==> config.mk <==
export PLATFORM = sky130hd
export DESIGN_NAME = bcd_key_entry_ctrl
export DESIGN_NICKNAME = d
export VERILOG_FILES = /design/src/rtl/bcd_pkg.sv /design/src/rtl/onehot_to_bcd.sv /design/src/rtl/bcd_key_entry_ctrl.sv
export SDC_FILE = /design/constraint.sdc
export NUM_CORES = 1
export LEC_CHECK = 0
export ABC_AREA = 0
export ABC_CLOCK_PERIOD_IN_PS = 6730
export CAP_MARGIN = 20
export CORE_UTILIZATION = 55
export CTS_CLUSTER_DIAMETER = 100
export DETAILED_ROUTE_END_ITERATION = 10
export GPL_ROUTABILITY_DRIVEN = 0
export PLACE_DENSITY_LB_ADDON = 0.1
export SLEW_MARGIN = 40
export SYNTH_ARGS = -nofsm -noshare
export SYNTH_HDL_FRONTEND = slang
export SYNTH_SLANG_ARGS = --single-unit
==> constraint.sdc <==
create_clock -name clk -period 6.73 [get_ports clk]
set_input_delay 0.673 -clock clk [delete_from_list [all_inputs] [get_ports clk]]
set_output_delay 0.673 -clock clk [all_outputs]
set_load 0.01 [all_outputs]
==> src/rtl/bcd_pkg.sv <==
// rtl/bcd_pkg.sv - shared types and helpers for the BCD keypad entry controller
package bcd_pkg;

  typedef enum logic [1:0] {
    S_IDLE,
    S_DEBOUNCE,
    S_WAIT_REL
  } key_state_e;

  typedef logic [3:0] bcd_digit_t;

  localparam bcd_digit_t BCD_ZERO = 4'h0;

  function automatic logic onehot_valid(input logic [9:0] v);
    int unsigned ones;
    ones = 0;
    for (int i = 0; i < 10; i++) begin
      ones += int'(v[i]);
    end
    return (ones == 1);
  endfunction

endpackage

==> src/rtl/onehot_to_bcd.sv <==
// rtl/onehot_to_bcd.sv - 9-bit one-hot to BCD encoder, bit k gives k+1, no bit gives 0
module onehot_to_bcd
  import bcd_pkg::*;
(
  input  logic [8:0]  onehot,
  output bcd_digit_t  bcd
);

  always_comb begin
    bcd = BCD_ZERO;
    for (int k = 0; k < 9; k++) begin
      if (onehot[k]) begin
        bcd = 4'(k + 1);
      end
    end
  end

endmodule

==> src/rtl/bcd_key_entry_ctrl.sv <==
// rtl/bcd_key_entry_ctrl.sv - debounced 10-key pad feeding a packed BCD entry buffer
// with a valid/ready presentation to downstream logic.
module bcd_key_entry_ctrl
  import bcd_pkg::*;
#(
  parameter int DIGITS    = 4,
  parameter int DB_CYCLES = 16
) (
  input  logic                         clk,
  input  logic                         rst_n,
  input  logic [9:0]                   keys,
  input  logic                         enter,
  input  logic                         clear,
  output logic [4*DIGITS-1:0]          entry_bcd,
  output logic [$clog2(DIGITS+1)-1:0]  entry_count,
  output logic                         entry_valid,
  input  logic                         entry_ready,
  output logic                         key_err,
  output logic                         busy
);

  localparam int CNT_W = $clog2(DB_CYCLES);
  localparam int CW    = $clog2(DIGITS + 1);
  localparam logic [CNT_W-1:0] CNT_MAX  = CNT_W'(DB_CYCLES - 1);
  localparam logic [CW-1:0]    COUNT_FULL = CW'(DIGITS);

  logic [9:0]           ks_meta_q, ks_q;
  key_state_e           state_q, state_d;
  logic [9:0]           snap_q, snap_d;
  logic [CNT_W-1:0]     cnt_q, cnt_d;
  logic [4*DIGITS-1:0]  buf_q, buf_d;
  logic [CW-1:0]        count_q, count_d;
  logic                 valid_q, valid_d;
  logic                 key_err_q, key_err_d;
  logic                 press_eval, push;
  bcd_digit_t           enc_bcd, digit;

  onehot_to_bcd u_enc (
    .onehot (snap_q[9:1]),
    .bcd    (enc_bcd)
  );

  always_comb begin
    state_d    = state_q;
    snap_d     = snap_q;
    cnt_d      = cnt_q;
    press_eval = 1'b0;
    case (state_q)
      S_IDLE: begin
        if (ks_q != '0) begin
          snap_d  = ks_q;
          cnt_d   = '0;
          state_d = S_DEBOUNCE;
        end
      end
      S_DEBOUNCE: begin
        if (ks_q == '0) begin
          state_d = S_IDLE;
        end else if (ks_q != snap_q) begin
          snap_d = ks_q;
          cnt_d  = '0;
        end else if (cnt_q == CNT_MAX) begin
          press_eval = 1'b1;
          cnt_d      = '0;
          state_d    = S_WAIT_REL;
        end else begin
          cnt_d = cnt_q + 1'b1;
        end
      end
      S_WAIT_REL: begin
        // Any bounce back to pressed restarts the release window, so holds never repeat.
        if (ks_q != '0) begin
          cnt_d = '0;
        end else if (cnt_q == CNT_MAX) begin
          cnt_d   = '0;
          state_d = S_IDLE;
        end else begin
          cnt_d = cnt_q + 1'b1;
        end
      end
      default: state_d = S_IDLE;
    endcase
  end

  assign push      = press_eval && onehot_valid(snap_q) && !valid_q;
  assign key_err_d = press_eval && !push;
  assign digit     = snap_q[0] ? BCD_ZERO : enc_bcd;

  always_comb begin
    buf_d   = buf_q;
    count_d = count_q;
    valid_d = valid_q;
    if (clear) begin
      buf_d   = '0;
      count_d = '0;
      valid_d = 1'b0;
    end else if (valid_q) begin
      if (entry_ready) begin
        buf_d   = '0;
        count_d = '0;
        valid_d = 1'b0;
      end
    end else begin
      if (push) begin
        buf_d      = buf_q << 4;
        buf_d[3:0] = digit;
        count_d    = count_q + 1'b1;
      end
      // Commit sees the post-push count so enter alongside a push includes that digit.
      if ((count_d == COUNT_FULL) || (enter && (count_d != '0))) begin
        valid_d = 1'b1;
      end
    end
  end

  always_ff @(posedge clk or negedge rst_n) begin
    if (!rst_n) begin
      ks_meta_q <= '0;
      ks_q      <= '0;
      state_q   <= S_IDLE;
      snap_q    <= '0;
      cnt_q     <= '0;
      buf_q     <= '0;
      count_q   <= '0;
      valid_q   <= 1'b0;
      key_err_q <= 1'b0;
    end else begin
      ks_meta_q <= keys;
      ks_q      <= ks_meta_q;
      state_q   <= state_d;
      snap_q    <= snap_d;
      cnt_q     <= cnt_d;
      buf_q     <= buf_d;
      count_q   <= count_d;
      valid_q   <= valid_d;
      key_err_q <= key_err_d;
    end
  end

  assign entry_bcd   = buf_q;
  assign entry_count = count_q;
  assign entry_valid = valid_q;
  assign key_err     = key_err_q;
  assign busy        = (state_q != S_IDLE);

endmodule

**After elaboration in Yosys (flattened, before gate mapping)**

Index checks and enable logic that the tools add are counted.
W data, S select, Z words.

- Register bits after elaboration: 57
- Latch bits: 0
- Memory bits (writable): 0
- Bits in read-only memories: 0
- Memories kept: 0

- Add/sub/neg operators: 11
- Multipliers: 0
- Div/mod/pow operators: 0
- $lt $le $gt $ge: 0
- Equality and inequality tests: 14
- Shift operators: 0
- Mux-type cells: 45
- Bitwise operators: 0
- Reductions and logical operators: 19

Operator list:

| kind | count |
|---|---|
| $mux W16 | 4 |
| $mux W4 | 8 |
| $mux W10 | 3 |
| $mux W3 | 10 |
| $pmux W10 S2 | 1 |
| $mux W2 | 8 |
| $pmux W4 S3 | 1 |
| $add A9 B1 Y10 | 1 |
| $eq A10 B1 Y1 const B | 1 |
| $logic_not A10 Y1 | 1 |
| $ne A10 B10 Y1 | 1 |
| $ne A2 B2 Y1 const B | 5 |
| $reduce_bool A10 Y1 | 1 |
| $add A8 B1 Y9 | 1 |
| $mux W1 | 9 |
| $ne A3 B3 Y1 const B | 3 |
| $reduce_bool A3 Y1 | 3 |
| $add A7 B1 Y8 | 1 |
| $add A6 B1 Y7 | 1 |
| $add A5 B1 Y6 | 1 |
| $pmux W2 S3 | 1 |
| $add A4 B1 Y5 | 1 |
| $reduce_and A5 Y1 | 1 |
| $add A3 B1 Y4 | 1 |
| other kinds (16) | 21 |

**Logic depth before layout (Yosys ltp)**

- Depth after elaboration: 21
- Mapped depth: 15
- Gate-level depth less buffers: 14

**Cells and area by module**

From an unflattened synthesis, not the netlist that was laid out.

- Cell total of the unflattened synthesis: 221
- Area total of the unflattened synthesis: 2695.1 sq um

Modules (own cells, without submodules):

| module | instances | cells an instance | area each (sq um) | sequential area each (sq um) |
|---|---|---|---|---|
| bcd_key_entry_ctrl | 1 | 209 | 2622.5 | 1426.4 |
| onehot_to_bcd | 1 | 12 | 72.6 | 0.0 |

**Worst setup path after synthesis**

Ideal clock, no wire load.

- Path kind: reg2reg
- Start: register snap_q[0]
- End: register buf_q[10], in the netlist entry_bcd[10]
- Setup time: 0.121 ns
- Data arrival time: 3.983 ns
- Data required time: 6.609 ns
- Setup slack: 2.626 ns
- Stages on the path, launching flop included: 16
- Path buffers: 1
- Cell sequence: dfrtp_1 fa_1 fa_1 inv_1 fa_1 inv_1 ha_1 inv_1 fa_1 a2111oi_2 a21o_1 nand3_2 nor4_4 a211oi_2 buf_6 a22o_1

- Cells in the longest elaborated chain, start to end: 14
- Elaborated cells between the ends (all ways): 18

RTL lines:

| element | line | source |
|---|---|---|
| start, declared | bcd_key_entry_ctrl.sv:29 | `logic [9:0] snap_q, snap_d;` |
| start signal, assigned | bcd_key_entry_ctrl.sv:131 | `snap_q <= snap_d;` |
| $add A1 B1 Y2 | bcd_pkg.sv:18 | `ones += int'(v[i]);` |
| $add A2 B1 Y3 | bcd_pkg.sv:18 |  |
| $add A3 B1 Y4 | bcd_pkg.sv:18 |  |
| $add A4 B1 Y5 | bcd_pkg.sv:18 |  |
| $add A5 B1 Y6 | bcd_pkg.sv:18 |  |
| $add A6 B1 Y7 | bcd_pkg.sv:18 |  |
| $add A7 B1 Y8 | bcd_pkg.sv:18 |  |
| $add A8 B1 Y9 | bcd_pkg.sv:18 |  |
| $add A9 B1 Y10 | bcd_pkg.sv:18 |  |
| $eq A10 B1 Y1 | bcd_pkg.sv:20 | `return (ones == 1);` |
| $logic_and A1 B1 Y1 (*) (2 in a row) | bcd_key_entry_ctrl.sv:85 | `assign push = press_eval && onehot_valid(snap_q) && !valid_q;` |
| $reduce_bool A3 Y1 (no line) (*) | - |  |
| $reduce_and A2 Y1 (no line) (*) | - |  |
| end signal, assigned | bcd_key_entry_ctrl.sv:133 | `buf_q <= buf_d;` |
| end, declared | bcd_key_entry_ctrl.sv:31 | `logic [4*DIGITS-1:0] buf_q, buf_d;` |

Mark *: on every way between the ends. The rest lies on a longest branch, timed or not.
A chain may end at the register's enable or synchronous reset.

**Worst setup path after layout**

- Start: register snap_q[5]
- End: register buf_q[3], in the netlist entry_bcd[3]

- Cells in the longest elaborated chain, start to end: 10
- Elaborated cells between the ends (all ways): 14

RTL lines:

| element | line |
|---|---|
| $add A5 B1 Y6 | bcd_pkg.sv:18 |
| $add A6 B1 Y7 | bcd_pkg.sv:18 |
| $add A7 B1 Y8 | bcd_pkg.sv:18 |
| $add A8 B1 Y9 | bcd_pkg.sv:18 |
| $add A9 B1 Y10 | bcd_pkg.sv:18 |
| $eq A10 B1 Y1 | bcd_pkg.sv:20 |
| $logic_and A1 B1 Y1 (*) (2 in a row) | bcd_key_entry_ctrl.sv:85 |
| $reduce_bool A3 Y1 (no line) (*) | - |
| $reduce_and A2 Y1 (no line) (*) | - |

Marks and branches as above.

==> flow_summary.ini <==
[routing]
first_pass_iters = 4
drc = 0
post_drt_wl_per_cell_um = 13.8
routed_wl_um = 4730
viasPerCell = 5.35
drtAntennaViolNets = 0
via_count = 1830
drt_iter0_drc = 63

[power_and_ir_drop]
vdd_ir_drop_max_mv = 0.319
p_leak_uw = 0.00150
p_per_area_nw_per_um2 = 428
p_total_uw = 1440

[clock_network]
post_cts_buffers = 0
h-tree-depth = 3
clk_latency_ps = 340
cts.hold.buffers_added = 0
cts_buffers = 9
cts_resized = 0
clock_path_buffers = 2
cts.reportedPaths.clkPinSlew_ps = 70
root_buffer = clkbuf_8
cts_sinks = 57
cts_tree = built

[logic_synthesis]
synth_top_area_share_pct = 52.2
yosysMostFrequentCell = dfrtp_1
ys.flop_type = dfrtp_1
synth_common_cells = dfrtp_1, inv_1, mux2_2
netlist_top_cells_area = dfrtp_1, mux2_2, fa_1
async_flop_share_pct = 100
synth-edff-count = 0
ys_seq_area_share_pct = 52.2
syn_inst = 226
yosysWarningCount = 0
ys_types = 51
synth_fp_nets = 254
netlist_area_um2 = 2730
synth_seq_cells = 57
syn-mean-instance-area_um2 = 12.1
synth_top_area_cell = dfrtp_1

[placement]
portBuffers = 36
dp_cells = 326
dp_hpwl_um = 3360
post_dp_cell_area_um2 = 3170

[final_layout]
fillers = 353
syn_to_final_growth_pct = 23.5
num_antenna_cells = 0
layout.nets = 298
stdcell_count = 342
final_cell_area_um2 = 3370
layout-drive-gt1-share_pct = 15.3

[setup_path]
reg2reg_setup_slack_ps = 2240
path_common_cell = fa_1
worstSetupStartpointType = register
rr_worst_depth = 15
path_delay_family = adder cells
cp_cell_sequence = fa_1, fa_1, inv_1, fa_1, inv_1, ha_1, inv_1, fa_1, a2111oi_2, a21o_1, nand3_2, nor4_4, a211oi_2, buf_4, mux2_2
endpoint_kind = register
r2r_start = snap_q[5]
critical-path-max-stage-delay_ps = 540
cp.arrival_ps = 4710
crit_fanout = 16
path_buf_inv = 4
crit_cells = 15
timing_worst_setup_path_type = register to register
endpoint = entry_bcd[3]
crit_path_start = snap_q[5]
critPathSlowestCell = fa_1
crit_required_ps = 6950
r2r-end = entry_bcd[3]

[timing]
fmax_mhz = 223
whs_ps = 348
rsz0062_at_grt = false
tightest_slew_ps = 683
finalCriticalPeriod_ps = 4490
slew_headroom_pct = 54.5
hold_violations = 0
fin_crit_sh_pct = 66.7
totalNegativeSetupSlack_ps = 0
setup_viol = 0
slew_viol_final = 0
finalClockSkew_ps = 8.31

[run_status]
status = complete, no violations

[global_route]
antenna_found_initial = 0
grt_max_degree = 58
grtUsageTotal_pct = 20.2
grt_pass1_wl_um = 7890
overflow = 0
grt_pass1_vias = 1749

[floorplanning]
rows = 25
die_h_um = 72.5
start_util_pct = 57.5
die_w_um = 72.5
core_um2 = 4750
ios = 37
die_area_um2 = 5250

[min_path]
hold_class = register to register

[job]
cap_violations = 0
power by group:
part	internal [uW]	switching, uW	total (uW)	leakage (uW)
registers	389	71.5	461	0.000722
clock network	191	134	325	0.000103
logic	298	358	657	0.000676
sequential cells by signal, summed over array words and instances, names as in the netlist, 2 cells and up:
| signal | flops |
|---|---|
| cnt_q | 4 |
| entry_bcd | 16 |
| entry_count | 3 |
| ks_meta_q | 10 |
| ks_q | 10 |
| snap_q | 10 |
| state_q | 2 |
layout make-up:
class	instances	area [um2]	share of cell area [%]
inverter	22	82.6	2.45
timing repair buffer	38	370	11.0
multi-input combinational	142	1200	35.7
tap	67	83.8	2.48
clock inverter	4	51.3	1.52
sequential	57	1430	42.3
clock buffer	12	155	4.60
layer usage:
metal / wire, um / global-route usage (%)
met5: 0 / 0
met4: 65 / 7.84
met3: 201 / 6.67
met2: 2220 / 32.0
met1: 2240 / 26.0
through the flow:
step           utilization, %  setup WS, ps
3_3_place_gp             66.4          2400
2_1_floorplan               -          2630
4_1_cts                  71.0          2260
6_report                 71.0          2240
5_1_grt                  71.0          2040
3_5_place_dp             66.6          2270
cell families after synthesis:
| kind of cell | after synthesis | share of synthesized area (%) |
|---|---|---|
| buffers and inverters | 27 | 4.03 |
| DFF | 57 | 52.2 |
| and+or+nand+nor | 52 | 12.4 |
| AOI/OAI and AO/OA | 51 | 14.1 |
| xor gates and xnor gates | 11 | 3.53 |
| muxes | 15 | 6.09 |
| adders and majority gates | 13 | 7.60 |
layout by cell type, fill, tap and decap left out, types with 4 or more instances in the layout:
cell type / Yosys / final
dfrtp_1: 57 / 57
clkdlybuf4s50_1: 0 / 35
inv_1: 22 / 22
mux2_2: 13 / 13
a22o_1: 12 / 12
clkbuf_8: 0 / 11
xor2_1: 10 / 10
nor2_1: 10 / 10
o21ai_0: 10 / 10
nand2_1: 10 / 10
a21oi_1: 7 / 7
ha_1: 7 / 7
fa_1: 6 / 6
nor3_1: 4 / 4
a21o_1: 4 / 4
nor4_4: 3 / 4
nand3_1: 4 / 4
nor2b_1: 4 / 4
how the worst min path moves through the flow:
stage,from,end,slack [ps],cells after the start
2_1_floorplan,ks_meta_q[0],ks_q[0],330,0
3_3_place_gp,ks_meta_q[9],ks_q[9],330,0
3_5_place_dp,ks_meta_q[0],ks_q[0],330,0
4_1_cts,ks_meta_q[0],ks_q[0],350,0
5_1_grt,ks_meta_q[8],ks_q[8],360,0
6_report,ks_meta_q[1],ks_q[1],350,0
Note: power is estimated with default switching activity, not from simulation.
